`src/rtl/bcd_pkg.sv`:
```
// Shared types, display limits and digit-split helpers for the two-digit BCD counter.
package bcd_pkg;

  typedef logic [3:0] bcd_digit_t;

  localparam int BCD_MAX_DIGIT = 9;
  localparam int DISP_MAX_VAL  = 29;

  function automatic int tens_of(input int value);
    return value / 10;
  endfunction

  function automatic int ones_of(input int value);
    return value % 10;
  endfunction

endpackage

```
`src/rtl/bcd_counter_if.sv`:
```
// Control inputs and digit/pulse outputs of bcd_counter, bundled for port connection.
interface bcd_counter_if;
  import bcd_pkg::*;

  logic       en;
  logic       up;
  logic       clr;
  logic       load;
  bcd_digit_t load_l;
  bcd_digit_t load_h;
  bcd_digit_t bcd_l;
  bcd_digit_t bcd_h;
  logic       tick;
  logic       wrap;
  logic       load_err;

  modport master (
    output en, up, clr, load, load_l, load_h,
    input  bcd_l, bcd_h, tick, wrap, load_err
  );

  modport slave (
    input  en, up, clr, load, load_l, load_h,
    output bcd_l, bcd_h, tick, wrap, load_err
  );

endinterface

```
`src/rtl/tick_gen.sv`:
```
// Prescaler: counts enabled cycles and flags the cycle whose edge completes a period.
module tick_gen #(
  parameter int CLK_DIV = 50_000_000
) (
  input  logic clk,
  input  logic rst_n,
  input  logic en,
  input  logic sync_rst,
  output logic step
);

  localparam int DIV_W = (CLK_DIV > 1) ? $clog2(CLK_DIV) : 1;
  localparam logic [DIV_W-1:0] LAST = DIV_W'(CLK_DIV - 1);

  logic [DIV_W-1:0] div_cnt_reg;
  logic [DIV_W-1:0] div_cnt_next;

  assign step = en && (div_cnt_reg == LAST);

  always_comb begin
    div_cnt_next = div_cnt_reg;
    if (sync_rst) begin
      div_cnt_next = '0;
    end else if (en) begin
      div_cnt_next = step ? '0 : div_cnt_reg + 1'b1;
    end
  end

  always_ff @(posedge clk or negedge rst_n) begin
    if (!rst_n) begin
      div_cnt_reg <= '0;
    end else begin
      div_cnt_reg <= div_cnt_next;
    end
  end

endmodule

```
`src/rtl/bcd_counter.sv`:
```
// Two-digit BCD up/down counter with prescaler, programmable wrap point,
// synchronous clear and range-checked parallel load.
module bcd_counter
  import bcd_pkg::*;
#(
  parameter int CLK_DIV = 50_000_000,
  parameter int MAX_VAL = 23
) (
  input logic          clk,
  input logic          rst_n,
  bcd_counter_if.slave bus
);

  localparam bcd_digit_t MAX_H = bcd_digit_t'(tens_of(MAX_VAL));
  localparam bcd_digit_t MAX_L = bcd_digit_t'(ones_of(MAX_VAL));

  if (MAX_VAL < 1 || MAX_VAL > DISP_MAX_VAL) begin : g_bad_max_val
    $error("bcd_counter: MAX_VAL %0d outside 1..%0d", MAX_VAL, DISP_MAX_VAL);
  end
  if (CLK_DIV < 1) begin : g_bad_clk_div
    $error("bcd_counter: CLK_DIV %0d must be at least 1", CLK_DIV);
  end

  bcd_digit_t bcd_l_reg, bcd_l_next;
  bcd_digit_t bcd_h_reg, bcd_h_next;
  logic       tick_reg, tick_next;
  logic       wrap_reg, wrap_next;
  logic       load_err_reg, load_err_next;

  logic [7:0] load_sum;
  logic       load_ok;
  logic       load_rej;
  logic       step;
  logic       at_max;
  logic       at_zero;

  assign load_sum = ({4'd0, bus.load_h} * 8'd10) + {4'd0, bus.load_l};
  assign load_ok  = (bus.load_l <= bcd_digit_t'(BCD_MAX_DIGIT)) && (load_sum <= 8'(MAX_VAL));
  assign load_rej = bus.load && !bus.clr && !load_ok;

  // A rejected load freezes the prescaler phase for that cycle; clear or an
  // accepted load restarts the period from zero.
  tick_gen #(
    .CLK_DIV (CLK_DIV)
  ) u_tick_gen (
    .clk      (clk),
    .rst_n    (rst_n),
    .en       (bus.en && !load_rej),
    .sync_rst (bus.clr || (bus.load && load_ok)),
    .step     (step)
  );

  assign at_max  = (bcd_h_reg == MAX_H) && (bcd_l_reg == MAX_L);
  assign at_zero = (bcd_h_reg == '0) && (bcd_l_reg == '0);

  always_comb begin
    bcd_l_next    = bcd_l_reg;
    bcd_h_next    = bcd_h_reg;
    tick_next     = 1'b0;
    wrap_next     = 1'b0;
    load_err_next = 1'b0;
    if (bus.clr) begin
      bcd_l_next = '0;
      bcd_h_next = '0;
    end else if (bus.load) begin
      if (load_ok) begin
        bcd_l_next = bus.load_l;
        bcd_h_next = bus.load_h;
      end else begin
        load_err_next = 1'b1;
      end
    end else if (step) begin
      tick_next = 1'b1;
      if (bus.up) begin
        if (at_max) begin
          bcd_l_next = '0;
          bcd_h_next = '0;
          wrap_next  = 1'b1;
        end else if (bcd_l_reg == bcd_digit_t'(BCD_MAX_DIGIT)) begin
          bcd_l_next = '0;
          bcd_h_next = bcd_h_reg + 4'd1;
        end else begin
          bcd_l_next = bcd_l_reg + 4'd1;
        end
      end else begin
        if (at_zero) begin
          bcd_l_next = MAX_L;
          bcd_h_next = MAX_H;
          wrap_next  = 1'b1;
        end else if (bcd_l_reg == '0) begin
          bcd_l_next = bcd_digit_t'(BCD_MAX_DIGIT);
          bcd_h_next = bcd_h_reg - 4'd1;
        end else begin
          bcd_l_next = bcd_l_reg - 4'd1;
        end
      end
    end
  end

  always_ff @(posedge clk or negedge rst_n) begin
    if (!rst_n) begin
      bcd_l_reg    <= '0;
      bcd_h_reg    <= '0;
      tick_reg     <= 1'b0;
      wrap_reg     <= 1'b0;
      load_err_reg <= 1'b0;
    end else begin
      bcd_l_reg    <= bcd_l_next;
      bcd_h_reg    <= bcd_h_next;
      tick_reg     <= tick_next;
      wrap_reg     <= wrap_next;
      load_err_reg <= load_err_next;
    end
  end

  assign bus.bcd_l    = bcd_l_reg;
  assign bus.bcd_h    = bcd_h_reg;
  assign bus.tick     = tick_reg;
  assign bus.wrap     = wrap_reg;
  assign bus.load_err = load_err_reg;

endmodule

```
`src/flat_wrapper.sv`:
```
// flat-port wrapper written by rule: the top's interface ports become plain ports
module bcd_counter_flat import bcd_pkg::*;
#(
  parameter int CLK_DIV = 50_000_000,
  parameter int MAX_VAL = 23
)
  (clk, rst_n, bus_en, bus_up, bus_clr, bus_load, bus_load_l, bus_load_h, bus_bcd_l, bus_bcd_h, bus_tick, bus_wrap, bus_load_err);
  bcd_counter_if bus_i ();
  input logic clk;
  input logic rst_n;
  input wire logic [$bits(bus_i.en)-1:0] bus_en;
  input wire logic [$bits(bus_i.up)-1:0] bus_up;
  input wire logic [$bits(bus_i.clr)-1:0] bus_clr;
  input wire logic [$bits(bus_i.load)-1:0] bus_load;
  input wire logic [$bits(bus_i.load_l)-1:0] bus_load_l;
  input wire logic [$bits(bus_i.load_h)-1:0] bus_load_h;
  output wire logic [$bits(bus_i.bcd_l)-1:0] bus_bcd_l;
  output wire logic [$bits(bus_i.bcd_h)-1:0] bus_bcd_h;
  output wire logic [$bits(bus_i.tick)-1:0] bus_tick;
  output wire logic [$bits(bus_i.wrap)-1:0] bus_wrap;
  output wire logic [$bits(bus_i.load_err)-1:0] bus_load_err;
  assign bus_i.en = bus_en;
  assign bus_i.up = bus_up;
  assign bus_i.clr = bus_clr;
  assign bus_i.load = bus_load;
  assign bus_i.load_l = bus_load_l;
  assign bus_i.load_h = bus_load_h;
  assign bus_bcd_l = bus_i.bcd_l;
  assign bus_bcd_h = bus_i.bcd_h;
  assign bus_tick = bus_i.tick;
  assign bus_wrap = bus_i.wrap;
  assign bus_load_err = bus_i.load_err;
  bcd_counter #(.CLK_DIV(CLK_DIV), .MAX_VAL(MAX_VAL)) u_core (.clk(clk), .rst_n(rst_n), .bus(bus_i));
endmodule
```
`config.mk`:
```
export PLATFORM = sky130hd
export DESIGN_NAME = bcd_counter_flat
export DESIGN_NICKNAME = d
export VERILOG_FILES = /design/src/rtl/bcd_pkg.sv /design/src/rtl/bcd_counter_if.sv /design/src/rtl/tick_gen.sv /design/src/rtl/bcd_counter.sv /design/src/flat_wrapper.sv
export SDC_FILE = /design/constraint.sdc
export NUM_CORES = 1
export LEC_CHECK = 0
export ABC_AREA = 1
export CORE_MARGIN = 3
export CORE_UTILIZATION = 39
export CTS_BUF_LIST = sky130_fd_sc_hd__clkbuf_16
export CTS_CLUSTER_SIZE = 20
export DETAILED_ROUTE_END_ITERATION = 10
export PLACE_DENSITY_LB_ADDON = 0.3
export SLEW_MARGIN = 20
export SYNTH_ARGS = -nofsm -noshare
export SYNTH_HDL_FRONTEND = slang
export SYNTH_SLANG_ARGS = --single-unit
```
`constraint.sdc`:
```
create_clock -name clk -period 2.76 [get_ports clk]
set_input_delay 0.69 -clock clk [delete_from_list [all_inputs] [get_ports clk]]
set_output_delay 0.69 -clock clk [all_outputs]
set_load 0.01 [all_outputs]
```
== Word-level counts from Yosys, hierarchy flattened ==
Index checks and enable logic that the tools add are counted.

* Order comparisons: 2
* Multipliers: 1
* Eq/ne operators: 6
* Div/mod/pow operators: 0
* Multiplexer cells: 33
* Shifts and indexed selects: 0
* Bitwise gates (word level): 0
* Add/subtract/negate cells: 6
* Reduce and logical (&&, ||, !) cells: 19

{| class="wikitable"
|+ Operators with widths
! kind !! count
|-
| 2-to-1 mux 26 bit || 3
|-
| 2-to-1 mux 4 bit || 18
|-
| adder 26 x 1 -> 26 bit (second input constant) || 1
|-
| == test 26 bit (second input constant) || 1
|-
| 2-to-1 mux 1 bit || 12
|-
| adder 4 x 1 -> 4 bit (second input constant) || 2
|-
| adder 8 x 4 -> 8 bit || 1
|-
| == test 4 x 2 -> 1 bit (second input constant) || 2
|-
| <= comparator 8 x 5 -> 1 bit (second input constant) || 1
|-
| logical AND 1 bit || 8
|-
| zero test 4 bit || 2
|-
| subtractor 4 x 1 -> 4 bit (second input constant) || 2
|-
| multiplier 4 x 3 -> 7 bit (second input constant) || 1
|-
| inequality test 5 x 1 -> 1 bit (second input constant) || 1
|-
| nonzero test 5 bit || 1
|-
| == test 4 bit (second input constant) || 1
|-
| <= comparator 4 bit (second input constant) || 1
|-
| AND reduction 4 bit || 1
|-
| zero test 1 bit || 3
|-
| inequality test 3 x 2 -> 1 bit (second input constant) || 1
|-
| nonzero test 3 bit || 1
|-
| AND reduction 2 bit || 1
|-
| nonzero test 2 bit || 1
|-
| logical OR 1 bit || 1
|}

* RAM bits: 0
* Memories: 0
* Logic and storage cells: 73
* Bits in registers: 37
* Output and inout bits: 11
* Input bits: 14
* Bits in latches: 0
* ROM bits: 0

== Logic depth before layout (Yosys ltp) ==
* Word-level depth: 12
* Depth in mapped cells: 16
* Depth with buffers taken out: 16

== Modules after synthesis ==
Synthesis repeated with hierarchy kept, for this count alone.

* Cell total of the unflattened synthesis: 447
* Area, all modules: 3,098.0 um2

{| class="wikitable"
|+ By module, submodules not included
! module !! times used !! cells each !! area an instance (um2) !! seq. area each (um2)
|-
| tick_gen || 1 || 251 || 1,791.7 || 650.6
|-
| bcd_counter || 1 || 196 || 1,306.3 || 275.3
|}

== Worst setup path before layout ==
No wires, ideal clock.

* Path type: input to register
* From: input bus_load_h[1]
* To: register u_core.u_tick_gen.div_cnt_reg[18]
* Path slack: 0.060 ns
* Cell stages on the path: 15
* Arrival time: 2.567 ns
* Path buffers: 1
* Setup time: 0.133 ns
* Required time: 2.627 ns
* Cells stage by stage: ha_1 ha_1 inv_1 fa_1 inv_1 nand2_1 nand2_1 nor2_1 nor2_1 nand2_2 o21bai_4 o21ai_1 buf_2 nand2_1 o21ai_0

* Word-level cells in the longest chain between the ends: 12
* Elaborated cells on any way between the ends: 15
* Classes of those cells: 1 x add/sub; 1 x mul; 1 x order compare; 3 x mux; 9 x reduce/logical

{| class="wikitable"
|+ Ends and longest elaborated chain
! element !! line !! text
|-
| start: declaration || flat_wrapper.sv:16 || <nowiki>input wire logic [$bits(bus_i.load_h)-1:0] bus_load_h;</nowiki>
|-
| multiplier 4 x 3 -> 7 bit * || bcd_counter.sv:37 || <nowiki>assign load_sum = ({4'd0, bus.load_h} * 8'd10) + {4'd0, bus.load_l};</nowiki>
|-
| adder 8 x 4 -> 8 bit * || bcd_counter.sv:37 ||
|-
| <= comparator 8 x 5 -> 1 bit * || bcd_counter.sv:38 || <nowiki>assign load_ok = (bus.load_l <= bcd_digit_t'(BCD_MAX_DIGIT)) && (load_sum <= 8'(MAX_VAL));</nowiki>
|-
| logical AND 1 bit * || bcd_counter.sv:38 ||
|-
| zero test 1 bit || bcd_counter.sv:39 || <nowiki>assign load_rej = bus.load && !bus.clr && !load_ok;</nowiki>
|-
| logical AND 1 bit || bcd_counter.sv:39 ||
|-
| zero test 1 bit || bcd_counter.sv:48 || <nowiki>.en (bus.en && !load_rej),</nowiki>
|-
| logical AND 1 bit || bcd_counter.sv:48 ||
|-
| logical AND 1 bit || tick_gen.sv:18 || <nowiki>assign step = en && (div_cnt_reg == LAST);</nowiki>
|-
| 2-to-1 mux 26 bit || tick_gen.sv:25 || <nowiki>div_cnt_next = step ? '0 : div_cnt_reg + 1'b1;</nowiki>
|-
| 2-to-1 mux 26 bit || tick_gen.sv:24 || <nowiki>end else if (en) begin</nowiki>
|-
| 2-to-1 mux 26 bit || tick_gen.sv:22 || <nowiki>if (sync_rst) begin</nowiki>
|-
| end signal: assignment || tick_gen.sv:33 || <nowiki>div_cnt_reg <= div_cnt_next;</nowiki>
|-
| end: declaration || tick_gen.sv:15 || <nowiki>logic [DIV_W-1:0] div_cnt_reg;</nowiki>
|}

Mark *: on every way between the ends. The rest lies on a longest branch, timed or not. The select of a mux whose other input is x is not followed.
A chain may end at the register's enable or synchronous reset.

== Worst setup path after layout ==
* From: input bus_load_h[0]
* To: register u_core.bcd_l_reg[1], in the netlist u_core.bus.bcd_l[1]

* Word-level cells in the longest chain between the ends: 11
* Elaborated cells on any way between the ends: 12
* Classes of those cells: 1 x add/sub; 1 x mul; 1 x order compare; 1 x eq/ne; 8 x reduce/logical

{| class="wikitable"
|+ Ends and longest elaborated chain
! element !! line !! text
|-
| multiplier 4 x 3 -> 7 bit * || bcd_counter.sv:37 ||
|-
| adder 8 x 4 -> 8 bit * || bcd_counter.sv:37 ||
|-
| <= comparator 8 x 5 -> 1 bit * || bcd_counter.sv:38 ||
|-
| logical AND 1 bit * || bcd_counter.sv:38 ||
|-
| zero test 1 bit || bcd_counter.sv:39 ||
|-
| logical AND 1 bit || bcd_counter.sv:39 ||
|-
| zero test 1 bit || bcd_counter.sv:48 ||
|-
| logical AND 1 bit || bcd_counter.sv:48 ||
|-
| logical AND 1 bit || tick_gen.sv:18 ||
|-
| nonzero test 3 bit (no line) || n/a ||
|-
| AND reduction 2 bit (no line) * || n/a ||
|-
| end signal: assignment || bcd_counter.sv:108 || <nowiki>bcd_l_reg <= bcd_l_next;</nowiki>
|-
| end: declaration || bcd_counter.sv:24 || <nowiki>bcd_digit_t bcd_l_reg, bcd_l_next;</nowiki>
|}

Mark *: on every way between the ends. The rest lies on a longest branch, timed or not.

==> out/metrics.yaml <==
synthesis:
  synth_top_area_cell: "dfrtp_1"
  netlist.area_leader.share_pct: 30.8
  async_reset_ff_share_pct: 100
  synthFlopType: "dfrtp_1"
  ys_top_cells_by_area: "dfrtp_1, nand2_1, inv_1"
  ys_seq_area_share_pct: 30.8
  synth_cells: 439
  yosysWarnings: 0
  synth_seq_cells: 37
  avgSynthCellArea_um2: 6.85
  yosys-top-cells-count: "nand2_1, inv_1, dfrtp_1, nor2_1, nand3_1"
  synthDistinctLibCells: 32
  syn_nets: 469
  synth_edf_count: 0
  synth.cell_area_um2: 3010
  synth.most_common_cell: "nand2_1"
timing:
  worstMarginPinSlew_ps: 841
  slew_headroom_pct: 44.0
  slew_violations: 0
  grt_setup_unrepaired: "false"
  fmax_mhz: 380
  period_share_pct: 95.3
  hold_viol_final: 0
  finalCriticalPeriod_ps: 2630
  setup-violations-final: 0
  skew_ps: 8.10
clocking:
  cts-root-buf: "clkbuf_16"
  htreeDepth: 2
  cts_max_path_buffers: 2
  cts.sinks: 37
  cts_tree: "yes"
  clk_pin_slew_ps: 50
  cts_buffers: 5
  clk_latency_ps: 280
critical_path:
  worst-path-buf-inv: 4
  crit_top_cell: "nand2_1"
  crit_family: "adder cells"
  rrSetupSlack_ps: 840
  slowest_stage: "fa_2"
  cp_max_fo: 7
  cp-start-kind: "input port"
  r2r_start: "u_core.bus.bcd_l[0]"
  cpPeakStageDelay_ps: 540
  endpoint_kind: "register"
  worstPathRequired_ps: 2960
  r2r_cells: 7
  cp_cell_sequence: "clkdlybuf4s15_1, ha_2, ha_4, inv_2, fa_2, inv_2, nand3_1, nand2_1, nand2_1, nand3_2, o21bai_4, nand3_2, nand2_4, buf_6, nand2_1, o21ai_1"
  critical_path_class: "input port to register"
  arrival_ps: 2830
  worstReg2RegEnd: "u_core.bus.bcd_h[0]"
route:
  dr.pass1.iters: 4
  wirelength_um: 7790
  num_vias: 2998
  viasPerCell: 5.19
  drcViolationCount: 0
  routedWlPerCell_um: 13.5
  drtAntennaViolNets: 0
  initialDrtViolationCount: 207
status:
  status: "finished, final reports clean"
global_routing:
  grt_pass1_wl_um: 13100
  grtUsageTotal_pct: 18.6
  grt_pass1_vias: 2752
  grt_overflow: 0
  antenna_found_initial: 0
  grt_max_degree: 38
final_layout:
  fillers: 748
  post-route-util_pct: 50.1
  antenna_cells: 0
  largest_reg_flops: 26
  syn2layout_area_growth_pct: 22.8
  drive_above_1_share_pct: 12.9
  final_cells: 578
  final_net_count: 509
  final_cell_area_um2: 3690
floorplanning:
  die_y_um: 93.8
  start_util_pct: 40.8
  die_w_um: 93.8
  dieArea_um2: 8810
  core_region_area_um2: 7370
  num_rows: 31
  top_level_ports: 25
power:
  power.total_mw: 1.56
  max-vdd-ir-drop_v: 0.000228
  p_leak_nw: 1.80
  powerDensity_nw_per_um2: 421
run:
  maxCapViolCount: 0
placement:
  finalWeightedCongestion: 0.937
  dpl.cell_count: 569
  numPortBuffers: 24
  placed_cell_area_um2: 3470
  hpwl_um: 5950
min_path:
  hp-class: "register to register"
  hp-start: "u_core.u_tick_gen.div_cnt_reg[1]"
  whs_path_depth: 2
  hold_end: "u_core.u_tick_gen.div_cnt_reg[1]"
## worst max-delay path by stage
stage / from / end / slack, ps / cells after the start
after global placement: bus_load_h[3] / u_core.u_tick_gen.div_cnt_reg[7] / -510 / 16
after global routing: bus_load_h[2] / u_core.bus.bcd_l[1] / 20 / 16
after floorplan: bus_load_h[1] / u_core.u_tick_gen.div_cnt_reg[18] / 60 / 15
final: bus_load_h[0] / u_core.bus.bcd_l[1] / 130 / 16
after detailed placement: bus_load_h[1] / u_core.bus.bcd_l[3] / -590 / 17
after CTS: bus_load_l[1] / u_core.bus.bcd_l[3] / 2 / 15
## worst reg2reg max path, stage by stage (launching register included)
cell and delay (ps):
dfrtp_1 470, inv_1 140, ha_1 240, nand2_1 140, o21ai_0 520, nand2_2 170, nand2_1 100, nand2_1 50
## repair_timing
action	4_1_cts	5_1_grt
hold buffers	0	0
setup buffers	2	0
pin swaps	9	7
gates resized for setup	25	10
endpoints found under the setup margin	37	36
## cells by family after synthesis
group	count (synthesis)	synth area share, %
XOR/XNOR	22	6.40
flip-flops	37	30.8
adder cells (fa/ha/maj)	16	7.15
buffers and inverters	69	9.48
AND/OR/NAND/NOR	256	38.5
AO/OA/AOI/OAI	39	7.65
## through the flow
step                setup TNS, ps  worst slack [ps]  hold slack, ps
finish                          0               130             513
detailed placement         -19920              -589             501
CTS                             0              2.19             515
floorplan                       0              60.5             394
global route                    0              19.6             545
global placement           -16750              -512             493
## area by class of cell
type,instances,area (um2),area share [%]
Multi-Input combinational cell,333,1870,50.7
Sequential cell,37,926,25.1
Timing Repair Buffer,45,427,11.5
Inverter,57,214,5.79
Clock buffer,5,125,3.39
Tap cell,99,124,3.35
Clock inverter,2,7.51,0.203
## layout by cell type (no fill, tap or decap), types with 4 or more instances in the layout
| master | instances |
|---|---|
| a21oi_1 | 4 |
| buf_4 | 17 |
| clkbuf_16 | 5 |
| clkdlybuf4s50_1 | 18 |
| dfrtp_1 | 37 |
| ha_1 | 10 |
| inv_1 | 53 |
| inv_2 | 5 |
| nand2_1 | 125 |
| nand2_2 | 4 |
| nand3_1 | 35 |
| nand3_2 | 4 |
| nand4_1 | 27 |
| nor2_1 | 36 |
| nor3_1 | 11 |
| o21ai_0 | 17 |
| o21ai_1 | 7 |
| o22ai_1 | 5 |
| xnor2_1 | 4 |
| xor2_1 | 18 |
## routing by layer
layer  routed length [um]  global-route usage (%)
met3                  331                    2.88
met2                 3600                    30.3
met4                  156                    5.66
met1                 3700                    25.2
met5                    0                       0
## report_power, final
group          internal, mW  switching, mW  leakage [nW]
clock network         0.323          0.206        0.0685
registers             0.564         0.0427         0.508
logic                 0.186          0.234          1.23
total                  1.07          0.483          1.80
(Power assumes the default switching activity.)
